**src/rtl/array_mult_seq.sv**
```systemverilog
// Sequential shift-add multiplier: one partial product per cycle over WIDTH cycles.
// Signed operands are multiplied as magnitudes, and the sign is applied to the final sum.
module array_mult_seq #(
  parameter int WIDTH = 4
) (
  input  logic               clk,
  input  logic               rst,
  input  logic               in_valid,
  output logic               in_ready,
  input  logic [WIDTH-1:0]   a,
  input  logic [WIDTH-1:0]   b,
  input  logic               signed_mode,
  output logic               out_valid,
  input  logic               out_ready,
  output logic [2*WIDTH-1:0] product,
  output logic               busy
);

  localparam int CW = $clog2(WIDTH);
  localparam int PW = 2 * WIDTH;

  typedef enum logic [1:0] {IDLE, RUN, DONE} state_t;

  state_t           state, state_next;
  logic [WIDTH-1:0] a_mag, b_shift;
  logic [WIDTH-1:0] a_abs, b_abs;
  logic             neg;
  logic [CW-1:0]    count;
  logic [PW-1:0]    acc, acc_step;
  logic             accept, last_step;

  // The magnitude of the most negative value still fits in WIDTH unsigned bits.
  assign a_abs     = (signed_mode && a[WIDTH-1]) ? (~a + WIDTH'(1)) : a;
  assign b_abs     = (signed_mode && b[WIDTH-1]) ? (~b + WIDTH'(1)) : b;
  assign accept    = in_valid && in_ready;
  assign last_step = (state == RUN) && (count == CW'(WIDTH - 1));
  assign acc_step  = acc + (b_shift[0] ? (PW'(a_mag) << count) : '0);

  assign in_ready  = (state == IDLE) && !rst;
  assign out_valid = (state == DONE);
  assign busy      = (state != IDLE);

  always_ff @(posedge clk or posedge rst) begin
    if (rst) state <= IDLE;
    else     state <= state_next;
  end

  always_comb begin
    state_next = state;
    case (state)
      IDLE:    if (accept)    state_next = RUN;
      RUN:     if (last_step) state_next = DONE;
      DONE:    if (out_ready) state_next = IDLE;
      default: state_next = IDLE;
    endcase
  end

  always_ff @(posedge clk or posedge rst) begin
    if (rst) begin
      a_mag   <= '0;
      b_shift <= '0;
      neg     <= 1'b0;
      count   <= '0;
      acc     <= '0;
      product <= '0;
    end else begin
      case (state)
        IDLE: begin
          if (accept) begin
            a_mag   <= a_abs;
            b_shift <= b_abs;
            neg     <= signed_mode && (a[WIDTH-1] ^ b[WIDTH-1]);
            acc     <= '0;
            count   <= '0;
          end
        end
        RUN: begin
          acc     <= acc_step;
          b_shift <= b_shift >> 1;
          count   <= count + CW'(1);
          // A zero magnitude negates to zero, so no separate sign fix-up is needed.
          if (last_step) product <= neg ? (~acc_step + PW'(1)) : acc_step;
        end
        default: ;
      endcase
    end
  end

endmodule
```
**config.mk**
```make
export PLATFORM = sky130hd
export DESIGN_NAME = array_mult_seq
export DESIGN_NICKNAME = d
export VERILOG_FILES = /design/src/rtl/array_mult_seq.sv
export SDC_FILE = /design/constraint.sdc
export NUM_CORES = 1
export LEC_CHECK = 0
export CORE_MARGIN = 1.5
export CORE_UTILIZATION = 45
export CTS_BUF_LIST = sky130_fd_sc_hd__clkbuf_16
export CTS_CLUSTER_SIZE = 28
export DETAILED_ROUTE_END_ITERATION = 12
export HOLD_SLACK_MARGIN = 0.06
export PLACE_DENSITY = 0.67
export SLEW_MARGIN = 10
export SYNTH_ARGS = -nofsm -noshare
export SYNTH_HDL_FRONTEND = slang
export SYNTH_SLANG_ARGS = --single-unit
```
**constraint.sdc**
```tcl
create_clock -name clk -period 3.8 [get_ports clk]
set_clock_uncertainty 0.1 [all_clocks]
set_input_delay 0.76 -clock clk [delete_from_list [all_inputs] [get_ports clk]]
set_output_delay 0.76 -clock clk [all_outputs]
set_load 0.01 [all_outputs]
```
==> run_results.csv, run 1 <==
group,metric,value,unit
synth,synth_edf_count,0,
global_routing,grt_util_all_layers,0.1876,
synth,yosysTopAreaCellShare,0.3954,
drt,via_count,1476,
timing,worst_pin_slew,0.7033,ns
drt,drc_errors,0,
global_routing,overflow,0,
cts,cts_sinks,29,
synth,syn_area,1836,µm²
drt,finalWirelength,3.561,mm
worst_setup_path,cp_max_fo,9,
synth,synth_top_family_by_area,"simple AND/OR/NAND/NOR gates",
floorplanning,die_area,4471,µm²
worst_setup_path,crit_type,"reg -> reg",
synth,muxShareOfSynthArea,0.02727,
timing,finalSetupTns,0,ns
floorplanning,dieHeight,66.87,µm
timing,min_period,2.904,ns
cts,clock_latency,0.27,ns
pwr,p_per_area,806.2,nW/µm²
timing,rsz0062_at_grt,"no",
cts,ctsHoldBuffers,0,
place,io_buffers,23,
timing,hold_viol,0,
synth,synthAdderAreaFrac,0.08589,
timing,fmax,0.3443,GHz
cells_and_area,multi_input_area,1046,µm²
synth,synth_top_area_cell,"dfrtp_1",
timing,setup_viol,0,
global_routing,grt_first_pass_wirelength,6.189,mm
cts,root_buffer,"clkbuf_16",
cts,cts_tree,"yes",
synth,synthSimpleGateAreaFrac,0.2168,
cts,cts.htree.levels,2,
timing,setup_slack,0.8957,ns
drt,routedWlPerCell,12.49,µm
synth,yosysWarnings,0,
global_routing,antenna_found_initial,0,
floorplanning,floorplan.initialDensity,0.4622,
cells_and_area,num-fill-cells,386,
floorplanning,die_w,66.87,µm
synth,mappedNetlistNets,235,
worst_setup_path,worst_setup_path_end_kind,"register",
drt,final_antenna_net_count,0,
hold_path,hp-class,"reg -> reg",
synth,synth_area_per_cell,8.741,µm²
hold_path,hold_path_depth,2,
synth,synthArstFlopShare,1.000,
place,routabilityCongestion,0.8478,
worst_setup_path,r2r_cells,10,
floorplanning,rows,23,
cells_and_area,antenna_cells,0,
cells_and_area,layout.area.seq,725.7,µm²
floorplanning,core-area,3971,µm²
synth,synth_cells,210,
global_routing,grt_max_degree,30,
cts,cts_setup_buffers,0,
cts,cts_resized,0,
timing,period_share,0.7643,
drt,vias_per_cell,5.179,
worst_setup_path,start_kind,"register",
place,pre_cts_slack,0.9204,ns
synth,synth_cell_type_count,32,
pwr,ir_drop,0.0002489,V
cts,cts_buffer_depth,2,
cells_and_area,drive_above_1_share,0.05957,
place,dp_hpwl,2.647,mm
drt,drt_iter0_drc,65,
cells_and_area,fin_nets,259,
synth,ys_ff_latch,29,
floorplanning,io_pins,24,
synth,seq_area_frac_synth,0.3954,
worst_setup_path,crit_arrival,2.95,ns
timing,slew_headroom,0.5300,
flow_run,drv_cap,0,
worst_setup_path,reg2reg_to,"product[6]",
synth,synth_xor_area_frac,0.06680,
global_routing,grt_pass1_vias,1339,
hold_path,min_to,"product[1]",
cells_and_area,syn_to_final_growth,22.63,%
worst_setup_path,crit_required,3.84,ns
worst_setup_path,r2r_start,"count[0]",
run_status,outcome,"completed",
hold_path,min_from,"product[1]",
cts,clk_transition_reported_paths,0.05,ns
synth,synth_compound_area_frac,0.1731,
synth,synthFlopType,"dfrtp_1",
worst_setup_path,ff2ff_setup_slack,0.90,ns
drt,dr.pass1.iters,4,
timing,maxSlewViolCount,0,
cts,cts_inserted_buffers,5,
synth,synth_area_leaders,"dfrtp_1, nand2_1, ha_1",
pwr,p_leak,1.064,nW
-- kinds of logic (layout without fill, tap and decap cells) --
logic type	after synthesis	after routing
AOI/OAI and AO/OA	46	46
xor gates and xnor gates	14	14
adders and majority gates	12	12
buffers and inverters	17	42
DFF	29	29
muxes	5	5
and+or+nand+nor	87	87
-- synthesized netlist by cell type, types with 2 or more instances --
cell type	n
nand2_1	39
dfrtp_1	29
nor2_1	15
nand3_1	12
o21ai_0	12
o21ai_1	12
ha_1	11
inv_1	9
clkbuf_1	8
nand2b_1	8
xnor2_1	8
a21oi_1	6
xor2_1	6
mux2i_1	5
and3_1	3
nor2b_1	3
a211oi_2	2
a21o_1	2
a221o_1	2
a22oi_1	2
nor3_1	2
o31ai_1	2
o41ai_2	2
or2_1	2
-- worst max path at each step --
stage	startpoint	endpoint	depth (start not counted)
finish	count[0]	product[6]	10
global route	count[0]	product[6]	10
CTS	count[0]	product[6]	10
detailed placement	count[0]	product[6]	10
global placement	count[0]	product[6]	10
floorplan	count[0]	product[6]	11
-- flip-flops by register name, indices dropped and copies added, names as in the netlist --
register / cells
product: 8
b_shift: 4
neg: 1
count: 2
acc: 8
a_mag: 4
state: 2
-- power by group --
part,internal (mW),switching (mW),leakage [nW],total (mW)
sequential,0.436,0.116,0.376,0.552
combinational,0.404,0.491,0.619,0.895
clock,0.236,0.132,0.0687,0.368
total,1.08,0.738,1.06,1.81
-- per-stage QoR --
| step | utilization | std cells | total power, mW | cell area (µm²) | hold slack, ns |
|---|---|---|---|---|---|
| 2_1_floorplan | - | 210 | 1.192 | 1836 | 0.3474 |
| 6_report | 0.5668 | 285 | 1.815 | 2251 | 0.3747 |
| 5_1_grt | 0.5668 | 285 | 1.979 | 2251 | 0.3973 |
| 3_3_place_gp | 0.5321 | 277 | 1.438 | 2113 | 0.3610 |
| 3_5_place_dp | 0.5321 | 277 | 1.456 | 2113 | 0.3698 |
| 4_1_cts | 0.5668 | 285 | 1.827 | 2251 | 0.3802 |
-- layout make-up --
type | instances | area share
Timing Repair Buffer | 25 | 0.1089
Clock buffer | 5 | 0.05559
Clock inverter | 3 | 0.005559
Sequential cell | 29 | 0.3224
Multi-Input combinational cell | 164 | 0.4647
Inverter | 9 | 0.01501
Tap cell | 50 | 0.02779
-- worst max-delay path, cell delays in order (launching register included) --
cell and delay (ns):
dfrtp_1 0.51, mux2i_1 0.29, nand2_1 0.07, and3_1 0.18
ha_1 0.33, a21o_1 0.22, a221oi_2 0.29, xnor2_1 0.20
o41ai_2 0.33, xor2_1 0.18, o21ai_1 0.07
-- layer usage --
metal / global-route usage / routed length (µm) / vias to the layer above / part of all wire
li1: - / - / 768 / -
met1: 0.2389 / 1748 / 671 / 0.49
met2: 0.2963 / 1585 / 31 / 0.45
met3: 0.06588 / 162 / 6 / 0.045
met4: 0.06122 / 65 / 0 / 0.018
met5: 0 / 0 / - / 0
-- layout by cell type (no fill, tap or decap), drive strengths merged, types with 3 or more instances in the layout --
| cell type | instances |
|---|---|
| nand2b | 8 |
| xnor2 | 8 |
| nor2b | 3 |
| nand3 | 12 |
| clkbuf | 5 |
| a21oi | 6 |
| clkinv | 3 |
| mux2i | 5 |
| xor2 | 6 |
| inv | 9 |
| and3 | 3 |
| nor2 | 15 |
| dfrtp | 29 |
| clkdlybuf4s50 | 23 |
| a211oi | 3 |
| o21ai | 24 |
| nand2 | 39 |
| ha | 11 |
No activity file was read; power rests on OpenSTA's default activity.
==> inputs of run 2 (changes only) <==
Settings changed: PLACE_DENSITY 0.67 to 0.7.
Clock period 3.8 ns to 2.6 ns, I/O delays scaled along.
==> run_results.csv, run 2 (synthesis results as in run 1) <==
group,metric,value,unit
drt,dr.pass1.iters,4,
pwr,internal-power,1.957,mW
cells_and_area,num-fill-cells,336,
timing,rsz0062_at_grt,"yes",
worst_setup_path,path_cells,"mux2i_2, buf_4, nor2_4, fa_2, a211oi_4, or4b_4, o211ai_4, o41ai_2, xnor2_1, o21ai_1",
timing,worst_pin_slew,0.5344,ns
timing,period_share,1.041,
timing,hold_viol,0,
pwr,ir_drop,0.0004030,V
run_status,violations,"negative setup slack",
floorplanning,rows,23,
drt,final_antenna_net_count,0,
cells_and_area,syn_to_final_growth,42.26,%
global_routing,grt_pass1_vias,1651,
worst_setup_path,critPathBufInv,1,
global_routing,grt_util_all_layers,0.2209,
pwr,seqPwrFrac,0.253,
global_routing,grt_use_met2,0.3875,
global_routing,busiest_layer,"met2",
pwr,pwr-share-comb,0.586,
cts,cts.htree.levels,2,
pwr,switching_power,1.301,mW
place,place_area,2251,µm²
worst_setup_path,start_kind,"register",
global_routing,use_met1,0.2505,
pwr,p_per_area,1248,nW/µm²
floorplanning,die_area,4471,µm²
cts,cts_tree,"yes",
worst_setup_path,crit_arrival,2.74,ns
worst_setup_path,cp_max_fo,6,
drt,drt_iter0_drc,78,
timing,fmax,0.3695,GHz
floorplanning,dieHeight,66.87,µm
global_routing,antenna_found_initial,0,
pwr,switching_share,0.3993,
worst_setup_path,crit_type,"reg -> reg",
place,pre_cts_slack,-0.1532,ns
timing,finalSetupTns,-0.1943,ns
worst_setup_path,worst_setup_path_end_kind,"register",
worst_setup_path,slowest_delay,0.45,ns
place,routabilityCongestion,0.8452,
flow_run,drv_cap,0,
global_routing,overflow,0,
timing,maxSlewViolCount,0,
cells_and_area,drive_above_1_share,0.2510,
cts,root_buffer,"clkbuf_16",
timing,slew_headroom,0.6438,
drt,routedWlPerCell,14.15,µm
cells_and_area,final_common_cell,"nand2_1",
hold_path,hp-class,"reg -> reg",
drt,finalWirelength,4.371,mm
worst_setup_path,ff2ff_setup_slack,-0.11,ns
floorplanning,core-area,3971,µm²
timing,min_period,2.707,ns
cells_and_area,top_regs,"acc: 8 flops, product: 8 flops",
hold_path,hold_path_depth,2,
worst_setup_path,r2r_start,"count[0]",
cts,clk_transition_reported_paths,0.05,ns
cells_and_area,finalNonFillerCells,309,
place,dp.cells,294,
hold_path,min_from,"product[0]",
drt,via_count,1618,
cells_and_area,antenna_cells,0,
timing,setup_viol,2,
timing,hold_ws,0.3797,ns
pwr,total_power,3.258,mW
cts,cts_inserted_buffers,5,
global_routing,grt_first_pass_wirelength,7.314,mm
worst_setup_path,crit_slowest_cell,"dfrtp_2",
pwr,p_leak,1.204,nW
cells_and_area,final_cell_mix,"nand2_1, dfrtp_1, buf_4, clkdlybuf4s50_1",
cells_and_area,fin_area,2611,µm²
place,dp_hpwl,3.016,mm
hold_path,min_to,"product[0]",
drt,vias_per_cell,5.236,
global_routing,use_met3,0.05912,
cells_and_area,finish.utilization,0.6575,
cells_and_area,fin_nets,283,
cts,cts_sinks,29,
run_status,outcome,"finished with violations",
timing,setup_slack,-0.1065,ns
pwr,clkPwrFrac,0.162,
cells_and_area,layout.area.seq,726.9,µm²
cts,clock_latency,0.27,ns
global_routing,grt_max_degree,30,
cts,ctsHoldBuffers,0,
cells_and_area,multi_input_area,1222,µm²
cts,cts_buffer_depth,2,
drt,drc_errors,0,
worst_setup_path,reg2reg_to,"product[7]",
floorplanning,floorplan.initialDensity,0.4622,
floorplanning,io_pins,24,
worst_setup_path,crit_required,2.64,ns
place,io_buffers,23,
worst_setup_path,r2r_cells,10,
worst_setup_path,critical-path-top-delay-family,"compound AO/OA/AOI/OAI gates",
floorplanning,die_w,66.87,µm
-- run 2: metal layers --
layer | vias up | wire (µm)
li1 | 817 | -
met1 | 744 | 1837
met2 | 44 | 2219
met3 | 13 | 209
met4 | 0 | 104
met5 | - | 0
-- run 2: area by class of cell --
cell class	instances	share of cell area
multi-input combinational	164	0.4681
sequential	29	0.2784
timing repair buffer	49	0.1644
clock buffer	5	0.04792
tap	50	0.02396
inverter	9	0.01294
clock inverter	3	0.004312
-- run 2: tightest hold or removal path, cell delays in order (launching register included) --
cell     delay [ns]
dfrtp_1        0.34
nand2_1        0.05
o21ai_0        0.06
-- run 2: worst max-delay path by stage --
stage	slack [ns]	to	start	cells after the start
2_1_floorplan	0.001	product[6]	count[0]	11
3_3_place_gp	-0.07	product[6]	count[0]	10
3_5_place_dp	-0.15	product[6]	count[0]	10
4_1_cts	-0.06	product[7]	count[0]	10
5_1_grt	-0.24	product[7]	count[0]	11
6_report	-0.11	product[7]	count[0]	10
-- run 2: what timing repair did --
action / CTS / global route
gates resized for setup: 14 / 20
setup buffers: 5 / 4
pin swaps: 17 / 9
endpoints found under the setup margin: 3 / 5
-- run 2: power by group through the flow --
stage / clock network, mW / registers [mW] / logic, mW
after global placement: 0 / 0.788 / 1.52
final: 0.527 / 0.823 / 1.91
after floorplan: 0 / 0.761 / 0.999
after CTS: 0.539 / 0.810 / 1.71
after global routing: 0.566 / 0.846 / 2.11
after detailed placement: 0 / 0.797 / 1.55
